===== src/rtl/multi_switch_debounce.sv =====
// N-channel switch debouncer: per-channel 2-flop sync, shared sample tick,
// stable-count filter, debounced level and one-clk press/release pulses.
module multi_switch_debounce #(
   parameter int CHANNELS     = 4,
   parameter int TICK_DIV     = 50000,
   parameter int STABLE_TICKS = 10,
   parameter bit ACTIVE_LOW   = 1'b0
) (
   input  logic                clk,
   input  logic                rst_n,
   input  logic [CHANNELS-1:0] sw,
   output logic [CHANNELS-1:0] db_level,
   output logic [CHANNELS-1:0] press,
   output logic [CHANNELS-1:0] rel
);

   localparam int PW = (TICK_DIV > 1) ? $clog2(TICK_DIV) : 1;
   localparam int CW = (STABLE_TICKS > 1) ? $clog2(STABLE_TICKS) : 1;
   localparam logic [PW-1:0] P_LAST = PW'(TICK_DIV - 1);
   localparam logic [CW-1:0] C_LAST = CW'(STABLE_TICKS - 1);
   localparam logic [CHANNELS-1:0] IDLE = ACTIVE_LOW ? '1 : '0;

   logic [CHANNELS-1:0] sync1_q, sync1_d;
   logic [CHANNELS-1:0] sync2_q, sync2_d;
   logic [PW-1:0]       pcnt_q, pcnt_d;
   logic [CW-1:0]       cnt_q [CHANNELS];
   logic [CW-1:0]       cnt_d [CHANNELS];
   logic [CHANNELS-1:0] level_q, level_d;
   logic [CHANNELS-1:0] press_q, press_d;
   logic [CHANNELS-1:0] rel_q, rel_d;
   logic [CHANNELS-1:0] samp;
   logic                tick;

   always_comb begin
      sync1_d = sw;
      sync2_d = sync1_q;
      samp    = sync2_q ^ IDLE;
      tick    = (pcnt_q == P_LAST);
      pcnt_d  = tick ? '0 : pcnt_q + 1'b1;
   end

   // Any agreeing sample clears the run; only a full run flips the level.
   always_comb begin
      level_d = level_q;
      press_d = '0;
      rel_d   = '0;
      for (int i = 0; i < CHANNELS; i++) begin
         cnt_d[i] = cnt_q[i];
         if (tick) begin
            if (samp[i] == level_q[i]) begin
               cnt_d[i] = '0;
            end else if (cnt_q[i] == C_LAST) begin
               cnt_d[i]   = '0;
               level_d[i] = samp[i];
               press_d[i] = samp[i];
               rel_d[i]   = ~samp[i];
            end else begin
               cnt_d[i] = cnt_q[i] + 1'b1;
            end
         end
      end
   end

   always_ff @(posedge clk or negedge rst_n) begin
      if (!rst_n) begin
         sync1_q <= IDLE;
         sync2_q <= IDLE;
         pcnt_q  <= '0;
         level_q <= '0;
         press_q <= '0;
         rel_q   <= '0;
         for (int i = 0; i < CHANNELS; i++) begin
            cnt_q[i] <= '0;
         end
      end else begin
         sync1_q <= sync1_d;
         sync2_q <= sync2_d;
         pcnt_q  <= pcnt_d;
         level_q <= level_d;
         press_q <= press_d;
         rel_q   <= rel_d;
         for (int i = 0; i < CHANNELS; i++) begin
            cnt_q[i] <= cnt_d[i];
         end
      end
   end

   assign db_level = level_q;
   assign press    = press_q;
   assign rel      = rel_q;

endmodule

===== config.mk =====
export PLATFORM = sky130hd
export DESIGN_NAME = multi_switch_debounce
export DESIGN_NICKNAME = d
export VERILOG_FILES = /design/src/rtl/multi_switch_debounce.sv
export SDC_FILE = /design/constraint.sdc
export NUM_CORES = 1
export LEC_CHECK = 0
export CORE_ASPECT_RATIO = 1.25
export CORE_MARGIN = 4
export CORE_UTILIZATION = 60
export CTS_BUF_LIST = sky130_fd_sc_hd__clkbuf_2
export CTS_CLUSTER_DIAMETER = 40
export DETAILED_ROUTE_END_ITERATION = 8
export GPL_ROUTABILITY_DRIVEN = 0
export PLACE_DENSITY = 0.93
export SETUP_SLACK_MARGIN = 0.5
export SYNTH_ARGS = -nofsm -noshare
export SYNTH_HDL_FRONTEND = slang
export SYNTH_SLANG_ARGS = --single-unit

===== constraint.sdc =====
create_clock -name clk -period 2.8 [get_ports clk]
set_input_delay 0.56 -clock clk [delete_from_list [all_inputs] [get_ports clk]]
set_output_delay 0.56 -clock clk [all_outputs]
set_load 0.01 [all_outputs]

Yosys cells after proc, flatten, opt, wreduce, memory -nomap -nowiden --
Index checks and enable logic that the tools add are counted. Widths: inputs -> output; s select.
Cells by class: bitwise gates (word level) 8, add/subtract/negate cells 5, eq/ne operators 9, reductions and logical operators 4, muxes and demuxes 33
Operators by type and width (count):
- $mux 4 | 8
- $mux 1 | 24
- $add 16x1->16 const B | 1
- $add 4x1->4 const B | 4
- $eq 16x16->1 const B | 1
- $eq 4x4->1 const B | 4
- $mux 16 | 1
- $reduce_and 3->1 | 4
- $not 1->1 | 8
- $eq 1x1->1 | 4
Storage, ports and cells: register bits after elaboration 52, input bits 6

Longest topological paths before layout --
Gate-level depths: netlist (run 1).
word-level depth 4, mapped depth 7, depth with buffers taken out 6

Worst setup path before layout (run 1) --
Ideal clock, no wire load.
path type flip-flop to flip-flop, start point reg pcnt_q[0], end point reg level_q[1] (netlist: db_level[1]), arrival 1.602 ns, path buffers 1, stages on the path, launching flop included 7, path slack 1.074 ns, clock period less this slack 1.726 ns, cell sequence dfrtp_1 -> ha_1 -> and3_1 -> and4_1 -> buf_2 -> nand2_1 -> mux2_2
On the way: cells in the longest elaborated chain, start to end 2
RTL lines:
- start, declared | line 25 | logic [PW-1:0] pcnt_q, pcnt_d;
- start signal, assigned | line 78 | pcnt_q <= pcnt_d;
- $eq 16x16->1 | line 38 | tick = (pcnt_q == P_LAST);
- $reduce_and 3->1 (no source line)
- end signal, assigned | line 79 | level_q <= level_d;
- end, declared | line 28 | logic [CHANNELS-1:0] level_q, level_d;
No other way between the ends. A chain may end at the register's enable or synchronous reset.

Final worst setup path (run 1) --
start point reg pcnt_q[0], end point reg cnt_q[11] in the netlist's numbering
On the way: cells in the longest elaborated chain, start to end 1
RTL lines:
- $eq 16x16->1 | line 38
- end signal, assigned by index | line 83 | cnt_q[i] <= cnt_d[i];
- end, declared | line 26 | logic [CW-1:0] cnt_q [CHANNELS];
No other way between the ends.

==> flow_summary.json, run 1 <==
{
  "run_status": "complete, no violations",
  "design.die.area_sq_um": 4950,
  "timing.reg2reg.setup_slack_ps": 670,
  "syn-cell-area_sq_um": 2330,
  "dr_total_vias": 1607,
  "fmaxAchievable_mhz": 470,
  "cts_made_buffers": 5,
  "ys_warn_count": 0,
  "worstSetupEndpointType": "flop",
  "timing_worst_slew_pin_value_ps": 617,
  "layout.cells.non_filler": 271,
  "grt.overflow.total": 0,
  "yosys.area_share.simple": 0.220,
  "drc_violations_left": 0,
  "layout.cells.most_common": "sky130_fd_sc_hd__dfrtp_1",
  "worstHoldPathType": "in2async",
  "die_height_um": 77.7,
  "clk_root_buffer_cell": "sky130_fd_sc_hd__clkbuf_2",
  "num_antenna_cells": 0,
  "clk_path_buf_depth": 2,
  "mux_share_of_post_synthesis_cell_area": 0.0284,
  "crit_path_cell_chain": "ha_1 > and3_1 > nand4_4 > or4_1 > o21ai_0",
  "area_of_the_placeable_core_sq_um": 3750,
  "die_w_um": 63.8,
  "syn2layout_area_growth_pct": 11.0,
  "yosys_register_bits": 52,
  "synth_fa_ha_area_frac": 0.0483,
  "power_density_nw_per_um2": 417,
  "numClockSinks": 52,
  "worst-path-buf-inv": 0,
  "path_class": "reg2reg",
  "placed_cells": 263,
  "timing.max_slew.rel_slack": 0.589,
  "timing.final.hold_violations": 0,
  "timing_max_transition_violations_final": 0,
  "commonest_cells_after_routing_fill_and_taps_aside": "52 x sky130_fd_sc_hd__dfrtp_1, 22 x sky130_fd_sc_hd__nand2_1, 16 x sky130_fd_sc_hd__nor2_1, 16 x sky130_fd_sc_hd__clkdlybuf4s50_1, 13 x sky130_fd_sc_hd__xnor2_1",
  "post_synth_xor_area_fraction": 0.0676,
  "synth-compound-area-share": 0.0569,
  "grt_first_pass_wirelength_um": 7040,
  "sequentialPowerShare": 0.707,
  "nNetsFinal": 245,
  "clockPowerShare": 0.266,
  "dp_hpwl_um": 2760,
  "cts_resized": 0,
  "cp_max_fo": 22,
  "htreeDepth": 2,
  "critical_path.startpoint_type": "flop",
  "synth.net_count": 223,
  "drt_first_pass_iters": 4,
  "largest_net_degree_at_the_start_of_global_routing": 53,
  "cts_tree": "done",
  "leakage_component_of_the_power_uw": 0.00114,
  "setup_violations": 0,
  "hold_fix_buffers_cts": 0,
  "syn_area_per_cell_sq_um": 11.2,
  "grt_pass1_vias": 1651,
  "dominant_combinational_cell_family_by_area_after_synthesis": "simple AND/OR/NAND/NOR gates",
  "final.setup.tns_ps": 0,
  "power_switching_uw": 247,
  "finalWorstPathRequiredPeriod_ps": 2130,
  "postRouteWirelength_um": 3920,
  "power.total_uw": 1080,
  "globalRouteTotalUtil": 0.180,
  "cpMaxStageDelayCell": "sky130_fd_sc_hd__or4_1",
  "pwr-share-comb": 0.026,
  "initial_antenna_violation_count": 0,
  "final_layout_size_suffix_gt1_frac": 0.0952,
  "detail_route.iter0.violations": 81,
  "max_stage_delay_ps": 610,
  "synthDistinctLibCells": 33,
  "row_count": 25,
  "ios": 18,
  "switching_share": 0.229,
  "cts.reportedPaths.clkPinSlew_ps": 250,
  "finalClockSkew_ps": 19.2,
  "floorplan.initialDensity": 0.621,
  "avgViaCountPerCell": 5.93,
  "synth_seq_area_share": 0.558,
  "required_time_at_the_worst_slack_endpoint_ps": 3150,
  "worst_ep_arrival_time_ps": 2480,
  "postCtsSetupBuffers": 0,
  "rsz0062_at_grt": "false",
  "max-cap-violations": 0,
  "clock_insertion_delay_worst_skew_ps": 430,
  "port-buffer-count": 17,
  "routedWlPerCell_um": 14.5,
  "residual_antenna_violating_net_count_after_detailed_routing": 0,
  "timing.final.crit_share": 0.760,
  "p_int_uw": 831,
  "irDropWorstVdd_mv": 0.316,
  "count_of_mapped_cells_out_of_synthesis": 208,
  "critical_path.top_delay_family": "simple AND/OR/NAND/NOR gates"
}
cells by family (layout without fill, tap and decap cells):
kind of cell               count (synthesis)  in the layout
AOI/OAI and AO/OA                         24             24
xor gates and xnor gates                  18             18
adders and majority gates                  9              9
buffers and inverters                     10             33
DFF                                       52             52
muxes                                      6              6
and+or+nand+nor                           89             89
metal layers:
layer | vias to the layer above | wire [um] | GRT usage
met5 | - | 0 | 0
met4 | 0 | 104 | 0.114
met3 | 11 | 108 | 0.0304
met2 | 33 | 2010 | 0.300
met1 | 794 | 1700 | 0.214
li1 | 769 | - | -
worst reg2reg max path, delay by kind of cell, from the launching register on:
family,cells,cell delay (ps)
flops,1,500
compound gates,1,120
fa+ha+maj,1,250
simple gates,3,1180
synthesized netlist by cell type:
library cell | instances | share of area
sky130_fd_sc_hd__nand4_2 | 1 | 0.0054
sky130_fd_sc_hd__or2_2 | 2 | 0.0054
sky130_fd_sc_hd__nand2_1 | 22 | 0.035
sky130_fd_sc_hd__xnor2_1 | 13 | 0.049
sky130_fd_sc_hd__and4bb_2 | 2 | 0.011
sky130_fd_sc_hd__buf_6 | 1 | 0.0048
sky130_fd_sc_hd__mux2i_1 | 1 | 0.0043
sky130_fd_sc_hd__mux2_2 | 5 | 0.024
sky130_fd_sc_hd__and4_1 | 2 | 0.0075
sky130_fd_sc_hd__buf_2 | 2 | 0.0043
sky130_fd_sc_hd__o31ai_1 | 2 | 0.0064
sky130_fd_sc_hd__and3_1 | 2 | 0.0054
sky130_fd_sc_hd__a21oi_1 | 4 | 0.0086
sky130_fd_sc_hd__and3b_1 | 2 | 0.0075
sky130_fd_sc_hd__nand2b_1 | 4 | 0.011
sky130_fd_sc_hd__nor3_1 | 3 | 0.0064
sky130_fd_sc_hd__inv_1 | 6 | 0.0097
sky130_fd_sc_hd__and2_1 | 1 | 0.0027
sky130_fd_sc_hd__dfrtp_1 | 52 | 0.56
sky130_fd_sc_hd__nand3_1 | 7 | 0.015
sky130_fd_sc_hd__o2bb2ai_1 | 2 | 0.0075
sky130_fd_sc_hd__nor2_1 | 16 | 0.026
sky130_fd_sc_hd__clkbuf_1 | 1 | 0.0016
sky130_fd_sc_hd__or4_1 | 4 | 0.013
sky130_fd_sc_hd__nor3b_1 | 10 | 0.032
sky130_fd_sc_hd__o21ai_0 | 12 | 0.026
sky130_fd_sc_hd__nor4b_4 | 1 | 0.010
sky130_fd_sc_hd__o21ai_1 | 4 | 0.0086
sky130_fd_sc_hd__xor2_1 | 5 | 0.019
sky130_fd_sc_hd__nand4_1 | 4 | 0.011
sky130_fd_sc_hd__nor4_1 | 2 | 0.0054
sky130_fd_sc_hd__ha_1 | 9 | 0.048
sky130_fd_sc_hd__or3_1 | 4 | 0.011
state kept, by name (all words and copies together), names as in the netlist:
name / cells
rel: 4
sync1_q: 4
db_level: 4
samp: 4
pcnt_q: 16
press: 4
cnt_q: 16
per-stage QoR:
stage               setup WS (ps)   util  hold WS (ps)  instance area (sq um)
floorplan                    1070      -           264                   2330
global placement              762  0.676           334                   2540
detailed placement            564  0.676           337                   2540
CTS                           524  0.687           188                   2580
global route                  535  0.689           203                   2590
finish                        672  0.689           168                   2590
path summary, 6_finish.rpt:
path,cells past startpoint,to,from
worst max-delay path,5,cnt_q[11]$_DFFE_PN0N_,pcnt_q[0]$_DFF_PN0_
worst min register to register,0,samp[1]$_DFF_PN0_,sync1_q[1]$_DFF_PN0_
worst min-delay path,2,press[2]$_DFF_PN0_,rst_n
min in group clk,0,samp[1]$_DFF_PN0_,sync1_q[1]$_DFF_PN0_
worst max register to register,5,cnt_q[11]$_DFFE_PN0N_,pcnt_q[0]$_DFF_PN0_
max in group asynchronous,2,db_level[0]$_DFFE_PN0P_,rst_n
power by group through the flow:
stage	registers (uW)	clock network, uW	logic [uW]
6_report	763	287	28.4
5_1_grt	764	324	32.6
4_1_cts	763	295	30.1
3_5_place_dp	775	0	30.2
3_3_place_gp	775	0	29.7
2_1_floorplan	774	0	6.84
cell type report:
type / instances / area [sq um]
Sequential cell: 52 / 1300
Fill cell: 261 / 1170
Multi-Input combinational cell: 146 / 992
Timing Repair Buffer: 19 / 180
Tap cell: 40 / 50.0
Clock buffer: 6 / 30.0
Inverter: 6 / 22.5
Clock inverter: 2 / 11.3
Note: power is estimated with default switching activity, not from simulation.
==> run 2, diff against run 1 <==
==> constraint.sdc (replaced) <==
create_clock -name clk -period 2 [get_ports clk]
set_input_delay 0.4 -clock clk [delete_from_list [all_inputs] [get_ports clk]]
set_output_delay 0.4 -clock clk [all_outputs]
set_load 0.01 [all_outputs]
==> run 2 against run 1 <==
  * Clock power grew 31%
  * Die area is the same
  * Critical path depth unchanged
  * Cell area up 20%
  * First-iteration DRC count rose to 2.7 times the previous value
  * Total power up 39%
  * Register-to-register slack worse by 540 ps
==> flow_summary.json, run 2 (synthesized netlist as in run 1, its figures left out) <==
{
  "run_status": "complete, no violations",
  "area_used_by_multi_input_combinational_logic_sq_um": 1190,
  "fmaxAchievable_mhz": 536,
  "routedWlPerCell_um": 20.4,
  "postRouteWirelength_um": 6400,
  "timing.final.crit_share": 0.933,
  "dr_wl_met2_um": 3380,
  "path_class": "reg2reg",
  "drt_first_pass_iters": 8,
  "route.met3.wl_um": 312,
  "finalClockSkew_ps": 17.8,
  "avgViaCountPerCell": 6.36,
  "num_antenna_cells": 0,
  "layout.area.seq_sq_um": 1310,
  "largest_net_degree_at_the_start_of_global_routing": 28,
  "setup_violations": 0,
  "reg2regPathDepth": 5,
  "routed.top_layer": "met4",
  "postLayoutCoreUtil": 0.829,
  "timing.max_slew.rel_slack": 0.724,
  "layout.cells.non_filler": 314,
  "clk_path_buf_depth": 2,
  "timing_worst_slew_pin_value_ps": 411,
  "cp_max_fo": 7,
  "htreeDepth": 2,
  "cpMaxStageDelayCell": "sky130_fd_sc_hd__dfrtp_2",
  "area_of_the_placeable_core_sq_um": 3750,
  "timing_max_transition_violations_final": 0,
  "max-cap-violations": 0,
  "cts.reportedPaths.clkPinSlew_ps": 240,
  "dp_hpwl_um": 2910,
  "crit-reg2reg-capture": "cnt_q[6]$_DFFE_PN0N_",
  "leakage_component_of_the_power_uw": 0.00151,
  "rsz0062_at_grt": "true",
  "cts_tree": "done",
  "residual_antenna_violating_net_count_after_detailed_routing": 0,
  "ios": 18,
  "worstHoldPathCells": 1,
  "floorplan.initialDensity": 0.621,
  "grt.overflow.total": 0,
  "r2r-start": "pcnt_q[10]$_DFF_PN0_",
  "worstHoldPathType": "in2reg",
  "final_layout_size_suffix_gt1_frac": 0.409,
  "worst_ep_arrival_time_ps": 2230,
  "power_density_nw_per_um2": 481,
  "hold_end": "sync1_q[1]$_DFF_PN0_",
  "max_stage_delay_ps": 500,
  "syn2layout_area_growth_pct": 33.5,
  "finalWorstPathRequiredPeriod_ps": 1870,
  "crit_path_start": "pcnt_q[10]$_DFF_PN0_",
  "holdCritStartpoint": "sw[1]",
  "drc_violations_left": 0,
  "initial_antenna_violation_count": 0,
  "worst_hold_slack_ps": 371,
  "clk_root_buffer_cell": "sky130_fd_sc_hd__clkbuf_2",
  "met1Wirelength_um": 2360,
  "timing.reg2reg.setup_slack_ps": 130,
  "clock_insertion_delay_worst_skew_ps": 430,
  "irDropWorstVdd_mv": 0.367,
  "globalRouteTotalUtil": 0.244,
  "finish.instance_area_sq_um": 3110,
  "layout.cells.most_common": "sky130_fd_sc_hd__dfrtp_1",
  "row_count": 25,
  "top_regs": "cnt_q x16, pcnt_q x16",
  "port-buffer-count": 17,
  "cts_made_buffers": 5,
  "commonest_cells_after_routing_fill_and_taps_aside": "49 x sky130_fd_sc_hd__dfrtp_1, 30 x sky130_fd_sc_hd__buf_4, 16 x sky130_fd_sc_hd__nand2_1, 16 x sky130_fd_sc_hd__clkbuf_2",
  "critical_path.startpoint_type": "flop",
  "die_w_um": 63.8,
  "final.setup.tns_ps": 0,
  "placed_cell_area_sq_um": 2620,
  "required_time_at_the_worst_slack_endpoint_ps": 2360,
  "grt_first_pass_wirelength_um": 9300,
  "worstSetupEndpointType": "flop",
  "crit_path_cell_chain": "nor4b_4 > nand4_4 > buf_6 > or3_4 > o21ai_1",
  "grt_pass1_vias": 1952,
  "design.die.area_sq_um": 4950,
  "placed_cells": 268,
  "nNetsFinal": 289,
  "die_height_um": 77.7,
  "detail_route.iter0.violations": 218,
  "timing.final.hold_violations": 0,
  "critical_path.top_delay_family": "simple AND/OR/NAND/NOR gates",
  "layout.filler_cells": 186,
  "numClockSinks": 52,
  "worst-path-buf-inv": 1,
  "dr_total_vias": 1998
}
run 2: power breakdown:
group	total [uW]	internal (uW)	switching (uW)
registers	1070	1060	6.94
clock network	377	72.1	305
logic	49.8	18.8	31.1
total	1500	1150	343
run 2: final cells by class:
class,instances,area share
flip-flops and latches,52,0.419
repair buffers,62,0.163
well taps,40,0.0161
multi-input cells,147,0.384
clock buffers,5,0.00804
inverters,6,0.00724
clock inverters,2,0.00241
run 2: worst max-delay path by stage:
stage | endpoint | slack [ps] | cells past startpoint
floorplan | cnt_q[11]$_DFFE_PN0N_ | 360 | 6
global placement | cnt_q[1]$_DFFE_PN0N_ | 250 | 5
detailed placement | cnt_q[1]$_DFFE_PN0N_ | 160 | 5
CTS | db_level[3]$_DFFE_PN0P_ | 280 | 5
global route | cnt_q[6]$_DFFE_PN0N_ | 50 | 5
finish | cnt_q[6]$_DFFE_PN0N_ | 130 | 5
run 2: through the flow:
stage                     total power, uW  worst slack, ps
after floorplan                      1090              358
after global placement               1130              254
after detailed placement             1130              161
after CTS                            1490              277
after global routing                 1560             47.3
final                                1500              133
run 2: timing repair:
action	CTS	global route
pin swaps	14	12
gates cloned	1	0
setup endpoints to repair	49	52
hold endpoints to repair	52	0
resized for setup	57	40
hold buffers	1	0
buffers inserted	26	11
run 2: layer usage:
| layer | vias up | GRT usage |
|---|---|---|
| met1 | 1001 | 0.286 |
| met2 | 100 | 0.443 |
| met4 | 0 | 0.0864 |
| li1 | 863 | - |
| met5 | - | 0 |
| met3 | 34 | 0.0405 |
run 2: worst register-to-register path, stage by stage, from the launching register on:
cell                      delay, ps
sky130_fd_sc_hd__dfrtp_2        500
sky130_fd_sc_hd__nor4b_4        430
sky130_fd_sc_hd__nand4_4        210
sky130_fd_sc_hd__buf_6          170
sky130_fd_sc_hd__or3_4          340
sky130_fd_sc_hd__o21ai_1        160
